--- src/rtl/ps2_scan_rx_pkg.sv ---
// ps2_pkg: shared prefixes, FSM states and tagged scan word for the PS/2 receiver.
package ps2_pkg;
    localparam logic [7:0] PS2_EXT_PREFIX = 8'hE0;
    localparam logic [7:0] PS2_BRK_PREFIX = 8'hF0;
    typedef enum logic [2:0] {IDLE, SHIFT, PARITY, STOP, DECODE} ps2_state_t;
    typedef struct packed {
        logic       ext;
        logic       brk;
        logic [7:0] code;
    } ps2_word_t;
    function automatic logic odd_parity_ok(input logic [7:0] code, input logic par);
        return ^{code, par};
    endfunction
endpackage

--- src/rtl/ps2_scan_rx_line_filter.sv ---
// ps2_line_filter: synchronises ps2c/ps2d, deglitches ps2c and flags its registered falling edge.
module ps2_line_filter #(
    parameter int FILTER_LEN = 8
) (
    input  logic clk,
    input  logic rst,
    input  logic ps2c,
    input  logic ps2d,
    output logic fall,
    output logic d_sync
);
    localparam int CW = $clog2(FILTER_LEN + 1);
    logic [1:0]    c_sync_q, c_sync_d, d_sync_q, d_sync_d;
    logic          filt_q, filt_d, fall_q, fall_d;
    logic [CW-1:0] cnt_q, cnt_d;
    always_comb begin
        c_sync_d = {c_sync_q[0], ps2c};
        d_sync_d = {d_sync_q[0], ps2d};
        filt_d   = filt_q;
        cnt_d    = '0;
        // the level flips on the FILTER_LEN-th consecutive sample that disagrees with it
        if (c_sync_q[1] != filt_q) begin
            if (cnt_q == CW'(FILTER_LEN - 1)) filt_d = c_sync_q[1];
            else cnt_d = cnt_q + 1'b1;
        end
        fall_d = filt_q & ~filt_d;
    end
    always_ff @(posedge clk) begin
        if (!rst) begin
            c_sync_q <= 2'b11;
            d_sync_q <= 2'b11;
            filt_q   <= 1'b1;
            cnt_q    <= '0;
            fall_q   <= 1'b0;
        end else begin
            c_sync_q <= c_sync_d;
            d_sync_q <= d_sync_d;
            filt_q   <= filt_d;
            cnt_q    <= cnt_d;
            fall_q   <= fall_d;
        end
    end
    assign fall   = fall_q;
    assign d_sync = d_sync_q[1];
endmodule

--- src/rtl/ps2_scan_rx.sv ---
// ps2_scan_rx: PS/2 frame receiver folding E0/F0 prefixes into a tagged 10-bit scan word.
// Define PS2_TYPEMATIC_FILTER_EN to drop auto-repeated makes of a held key.
module ps2_scan_rx
    import ps2_pkg::*;
#(
    parameter int FILTER_LEN  = 8,
    parameter int TIMEOUT_CYC = 100000
) (
    input  logic       clk,
    input  logic       rst,
    input  logic       ps2c,
    input  logic       ps2d,
    output logic       done,
    output logic [9:0] data,
    output logic       frame_err
);
    localparam int TW = $clog2(TIMEOUT_CYC + 1);
    logic          fall, d_bit;
    ps2_state_t    state_q, state_d;
    logic [2:0]    bitcnt_q, bitcnt_d;
    logic [7:0]    shift_q, shift_d;
    logic          par_q, par_d;
    logic [TW-1:0] tmo_q, tmo_d;
    logic          ext_q, ext_d, brk_q, brk_d;
    ps2_word_t     data_q, data_d;
    logic          done_q, done_d, err_q, err_d;
    logic          emit;
`ifdef PS2_TYPEMATIC_FILTER_EN
    logic [8:0]    last_make_q, last_make_d;
    logic          held_q, held_d;
`endif
    ps2_line_filter #(.FILTER_LEN(FILTER_LEN)) u_filter (
        .clk   (clk),
        .rst   (rst),
        .ps2c  (ps2c),
        .ps2d  (ps2d),
        .fall  (fall),
        .d_sync(d_bit)
    );
    always_comb begin
        state_d  = state_q;
        bitcnt_d = bitcnt_q;
        shift_d  = shift_q;
        par_d    = par_q;
        tmo_d    = '0;
        ext_d    = ext_q;
        brk_d    = brk_q;
        data_d   = data_q;
        done_d   = 1'b0;
        err_d    = 1'b0;
        emit     = 1'b0;
`ifdef PS2_TYPEMATIC_FILTER_EN
        last_make_d = last_make_q;
        held_d      = held_q;
`endif
        case (state_q)
            IDLE: if (fall) begin
                if (!d_bit) begin
                    state_d  = SHIFT;
                    bitcnt_d = '0;
                end else err_d = 1'b1;
            end
            SHIFT: if (fall) begin
                shift_d  = {d_bit, shift_q[7:1]};
                bitcnt_d = bitcnt_q + 1'b1;
                if (bitcnt_q == 3'd7) state_d = PARITY;
            end
            PARITY: if (fall) begin
                par_d   = d_bit;
                state_d = STOP;
            end
            STOP: if (fall) begin
                if (d_bit && odd_parity_ok(shift_q, par_q)) state_d = DECODE;
                else begin
                    err_d   = 1'b1;
                    ext_d   = 1'b0;
                    brk_d   = 1'b0;
                    state_d = IDLE;
                end
            end
            DECODE: begin
                state_d = IDLE;
                if (shift_q == PS2_EXT_PREFIX) ext_d = 1'b1;
                else if (shift_q == PS2_BRK_PREFIX) brk_d = 1'b1;
                else begin
                    emit  = 1'b1;
                    ext_d = 1'b0;
                    brk_d = 1'b0;
`ifdef PS2_TYPEMATIC_FILTER_EN
                    if (!brk_q) begin
                        if (held_q && last_make_q == {ext_q, shift_q}) emit = 1'b0;
                        else begin
                            last_make_d = {ext_q, shift_q};
                            held_d      = 1'b1;
                        end
                    end else if (last_make_q == {ext_q, shift_q}) held_d = 1'b0;
`endif
                end
                if (emit) begin
                    data_d = {ext_q, brk_q, shift_q};
                    done_d = 1'b1;
                end
            end
            default: state_d = IDLE;
        endcase
        // a stalled frame is abandoned silently; prefix flags survive
        if ((state_q == SHIFT || state_q == PARITY || state_q == STOP) && !fall) begin
            if (tmo_q == TW'(TIMEOUT_CYC - 1)) begin
                state_d  = IDLE;
                bitcnt_d = '0;
            end else tmo_d = tmo_q + 1'b1;
        end
    end
    always_ff @(posedge clk) begin
        if (!rst) begin
            state_q  <= IDLE;
            bitcnt_q <= '0;
            shift_q  <= '0;
            par_q    <= 1'b0;
            tmo_q    <= '0;
            ext_q    <= 1'b0;
            brk_q    <= 1'b0;
            data_q   <= '0;
            done_q   <= 1'b0;
            err_q    <= 1'b0;
        end else begin
            state_q  <= state_d;
            bitcnt_q <= bitcnt_d;
            shift_q  <= shift_d;
            par_q    <= par_d;
            tmo_q    <= tmo_d;
            ext_q    <= ext_d;
            brk_q    <= brk_d;
            data_q   <= data_d;
            done_q   <= done_d;
            err_q    <= err_d;
        end
    end
`ifdef PS2_TYPEMATIC_FILTER_EN
    always_ff @(posedge clk) begin
        if (!rst) begin
            last_make_q <= '0;
            held_q      <= 1'b0;
        end else begin
            last_make_q <= last_make_d;
            held_q      <= held_d;
        end
    end
`endif
    assign done      = done_q;
    assign data      = data_q;
    assign frame_err = err_q;
endmodule

--- config.mk ---
export PLATFORM = sky130hd
export DESIGN_NAME = ps2_scan_rx
export DESIGN_NICKNAME = d
export VERILOG_FILES = /design/src/rtl/ps2_scan_rx_pkg.sv /design/src/rtl/ps2_scan_rx_line_filter.sv /design/src/rtl/ps2_scan_rx.sv
export SDC_FILE = /design/constraint.sdc
export NUM_CORES = 1
export LEC_CHECK = 0
export BUFFER_PORTS_ARGS = -buffer_cell sky130_fd_sc_hd__buf_2
export CAP_MARGIN = 20
export CORE_AREA = 4 4 75 77
export DETAILED_ROUTE_END_ITERATION = 10
export DIE_AREA = 0 0 79 81
export GPL_ROUTABILITY_DRIVEN = 0
export PLACE_DENSITY_LB_ADDON = 0.2
export REMOVE_ABC_BUFFERS = 1
export SETUP_SLACK_MARGIN = 0.4
export SLEW_MARGIN = 20
export SYNTH_ARGS = -nofsm -noshare
export SYNTH_HDL_FRONTEND = slang
export SYNTH_SLANG_ARGS = --single-unit
--- constraint.sdc ---
create_clock -name clk -period 2.35 [get_ports clk]
set_input_delay 0.47 -clock clk [delete_from_list [all_inputs] [get_ports clk]]
set_output_delay 0.47 -clock clk [all_outputs]
set_load 0.005 [all_outputs]
==> Implementation_results.wiki <==
{| class="wikitable"
! Metric !! Value
|-
| Sink count of the clock tree || between 50 and 60
|-
| Worst Setup Slack post-DPL || 0.446 ns
|-
| Cells traversed along the worst timing path || nor2_1 -> and2_1 -> o41ai_2 -> buf_4 -> a21boi_2 -> nor3_1
|-
| Critical path's largest stage delay || 0.39 ns
|-
| Drt pass-1 iters || 4
|-
| Post-synthesis instance area || approximately 0.0023 mm2
|-
| TritonCTS clock tree || yes
|-
| Setup Viol. Count Final || 0
|-
| Average instance area after synthesis || approximately 9.0 um2
|-
| Final nets || 281
|-
| Final slew viol count || 0
|-
| Horizontal die dimension || between 70 and 80 um
|-
| Remaining number of nets flagged by the antenna check after routing || 0
|-
| Vias per cell || 4.92
|-
| Cells taking the most area after synthesis || sky130_fd_sc_hd__dfxtp_1 (48%), sky130_fd_sc_hd__nor2_1 (6.0%), sky130_fd_sc_hd__nand2_1 (5.8%)
|-
| Fraction of final layout cells with drive strength greater than 1 || 0.139
|-
| Fillcell total || approximately 500
|-
| Setup slack after layout || 0.585 ns
|-
| Half-perimeter wire length of the detailed placement result || 2660 um
|-
| Largest net degree at the start of global routing || 22
|-
| Area growth from synthesis to layout || 12.3%
|-
| Upper clock frequency limit || between 0.5 and 0.6 GHz
|-
| Arrival @ worst endpoint || 1.96 ns
|-
| Fraction of post-synthesis cell area in the top cell type by area || 0.485
|-
| Class of the most critical hold timing path || in -> reg
|-
| Total I/O pin count || 16
|-
| Power Internal || 1.20 mW
|-
| Yosys Warn Count || 0
|-
| Final worst path period need || 1.77 ns
|-
| Power density of the placed cells || between 500 and 600 mW/mm2
|-
| DR DRC count || 0
|-
| Residual overflow from global routing || 0
|-
| Vertical die dimension || 81 um
|-
| Share of total power in combinational logic || 0.014
|-
| Number of H-tree levels || 2
|-
| Sequential share of the synthesized area || 0.485
|-
| Actual transition at the worst max-transition pin || 0.622 ns
|-
| Leakage power total || 0.967 nW
|-
| Antenna violations before repair || 0
|-
| Psw || around 0.30 mW
|-
| Worst max-slew margin expressed relative to the limit || 0.582
|-
| Number of buffers inserted by port buffering || 15
|-
| Standard-cell rows || 26
|-
| Library cell used as clock root buffer || sky130_fd_sc_hd__clkbuf_8
|-
| CP max FO || 12
|-
| Critical Path Start Type || flip-flop
|-
| Final hold vios || 0
|-
| Status || completed
|-
| Data required, critical path || 2.55 ns
|-
| Total length of routed wires || around 3900 um
|-
| First-pass GRT wire length || 6790 um
|-
| Average wire per cell in the routed design || 11.2 um
|-
| Layout Skew || about 0.0077 ns
|-
| Total die area || around 0.0064 mm2
|-
| Via Count || 1692
|-
| Library cell contributing the largest single delay on the critical path || sky130_fd_sc_hd__dfxtp_1
|-
| Type of the setup path with the least slack || reg -> reg
|-
| Worst-Skew Late Latency || around 0.30 ns
|-
| Synth area leader || sky130_fd_sc_hd__dfxtp_1
|-
| Number of global-route vias before repair || between 1500 and 2000
|-
| Number of placed instances with taps included || 335
|-
| Total inserted antenna cells || 0
|-
| Max-cap violation count || 0
|-
| Hold buffer count at cts || 0
|-
| Buffer depth of the longest clock path || 2
|-
| Setup Total Neg Slack || 0 ns
|-
| Number of distinct library cells after synthesis || 38
|-
| Register bit count reported by yosys || 56
|-
| TritonCTS buffer count || 5
|-
| Core ar. || 0.00501 mm2
|-
| Sequential cell fraction of total power || 0.634
|-
| Async S/R FF share, synth || 0
|-
| Kind of end point of the critical path || flip-flop
|-
| Reg clk slew, reported paths || 0.09 ns
|-
| Post-synth top flop || sky130_fd_sc_hd__dfxtp_1
|-
| Setup repair after global routing missed its margin || no
|-
| Post-Synthesis Cells || 256
|-
| EDFF count, synth || 0
|-
| Effective utilization at floorplan || 0.462
|-
| Final Cycle Share || 0.751
|-
| DR iter-0 viols || 72
|-
| Proportion of total power due to net switching || 0.203
|-
| Share of power burned in the clock network || 0.352
|-
| Total routing usage reported by global routing || 0.132
|-
| Number of standard cells in the layout, taps in and fillers out || 344
|-
| Maximum resistive drop on vdd || 0.317 mV
|}
through the flow:
step / power [mW] / cell area (um2) / utilization / hold slack, ns
CTS: 1.53 / 2550 / 0.509 / 0.331
detailed placement: 0.996 / 2460 / 0.491 / 0.394
global placement: 0.996 / 2460 / 0.491 / 0.390
global route: 1.57 / 2600 / 0.519 / 0.335
finish: 1.50 / 2600 / 0.519 / 0.342
floorplan: 0.986 / 2280 / - / 0.386
cells in the final DEF, fill, tap and decap left out, drive strengths merged:
cell	instances
xor3	1
xor2	15
a22oi	3
nand4b	2
nand4	4
and4	2
nand3	11
nor3b	2
o41ai	2
or2	1
nor4	1
a21boi	1
nor2b	1
a2111oi	1
clkbuf	7
xnor2	7
and3	3
ha	4
nand3b	1
clkinvlp	1
o21bai	1
dfxtp	56
inv	9
mux2i	8
a21oi	14
nor3	9
buf	18
and2	2
a31oi	2
o21ai	4
nand2b	6
nor2	37
xnor3	1
nand2	36
a211oi	1
what timing repair did:
action / in CTS / in global routing
resized for setup: 0 / 8
endpoints found under the setup margin: 0 / 22
buffers inserted: 0 / 1
metal layers:
layer | up-vias | track usage | share of wire | wire length (um)
met5 | - | 0 | 0 | 0
met4 | 0 | 0.0567 | 0.015 | 57
met3 | 6 | 0.0333 | 0.032 | 124
met2 | 19 | 0.214 | 0.46 | 1770
met1 | 771 | 0.169 | 0.50 | 1910
li1 | 896 | - | - | -
power by group through the flow:
| stage | clock network (mW) | registers (mW) | logic (mW) |
|---|---|---|---|
| final | 0.530 | 0.953 | 0.0204 |
| after CTS | 0.556 | 0.954 | 0.0197 |
| after global routing | 0.592 | 0.954 | 0.0236 |
| after global placement | 0 | 0.976 | 0.0197 |
| after floorplan | 0 | 0.976 | 0.0102 |
| after detailed placement | 0 | 0.976 | 0.0197 |
cells in the mapped netlist (3+ instances only):
master	instances
sky130_fd_sc_hd__a22oi_1	3
sky130_fd_sc_hd__o21ai_0	3
sky130_fd_sc_hd__inv_1	8
sky130_fd_sc_hd__a21oi_1	14
sky130_fd_sc_hd__nor3_1	8
sky130_fd_sc_hd__buf_2	3
sky130_fd_sc_hd__xor2_1	15
sky130_fd_sc_hd__clkbuf_1	5
sky130_fd_sc_hd__xnor2_1	7
sky130_fd_sc_hd__dfxtp_1	56
sky130_fd_sc_hd__mux2i_1	7
sky130_fd_sc_hd__ha_1	4
sky130_fd_sc_hd__nand4_1	4
sky130_fd_sc_hd__and3_1	3
sky130_fd_sc_hd__nand3_1	11
sky130_fd_sc_hd__nand2_1	36
sky130_fd_sc_hd__nand2b_1	6
sky130_fd_sc_hd__nor2_1	37
critical path, delay by kind of cell, from the launching register on:
family | cells | cell delay (ns)
AND/OR/NAND/NOR | 3 | 0.78
flip-flops | 1 | 0.39
AO/OA/AOI/OAI | 2 | 0.28
buffers and inverters | 1 | 0.20
worst paths after layout:
| path | depth (start not counted) | slack (ns) | from | endpoint |
|---|---|---|---|---|
| max | 6 | 0.58 | state_q[1]$_SDFF_PN0_ | brk_q$_SDFFE_PN0P_ |
| min | 2 | 0.34 | ps2c | u_filter.c_sync_q[0]$_SDFF_PN1_ |
| max reg2reg | 6 | 0.58 | state_q[1]$_SDFF_PN0_ | brk_q$_SDFFE_PN0P_ |
| min reg2reg | 1 | 0.41 | u_filter.c_sync_q[0]$_SDFF_PN1_ | u_filter.c_sync_q[1]$_SDFF_PN1_ |
cell type report:
type / instances / area [um2] / share of cell area
Clock buffer: 7 / 86.3 / 0.0332
Clock inverter: 1 / 7.51 / 0.00289
Inverter: 9 / 33.8 / 0.0130
Multi-Input combinational cell: 183 / 1160 / 0.446
Sequential cell: 56 / 1130 / 0.433
Tap cell: 70 / 87.6 / 0.0337
Timing Repair Buffer: 18 / 97.6 / 0.0376
flip-flops by register name, indices dropped and copies added (netlist names):
register / count
done: 1
u_filter.filt_q: 1
bitcnt_q: 3
u_filter.d_sync_q: 2
shift_q: 8
tmo_q: 17
par_q: 1
u_filter.fall: 1
frame_err: 1
ext_q: 1
state_q: 3
brk_q: 1
u_filter.cnt_q: 4
data: 10
u_filter.c_sync_q: 2
kinds of logic after synthesis:
logic type | after synthesis | synth area share
buffers and inverters | 17 | 0.0292
multiplexers | 8 | 0.0400
AO/OA/AOI/OAI | 29 | 0.0833
AND/OR/NAND/NOR | 118 | 0.237
flip-flops | 56 | 0.485
XOR/XNOR | 24 | 0.104
adder cells (fa/ha/maj) | 4 | 0.0216
Power figures use the tool's default switching activity.
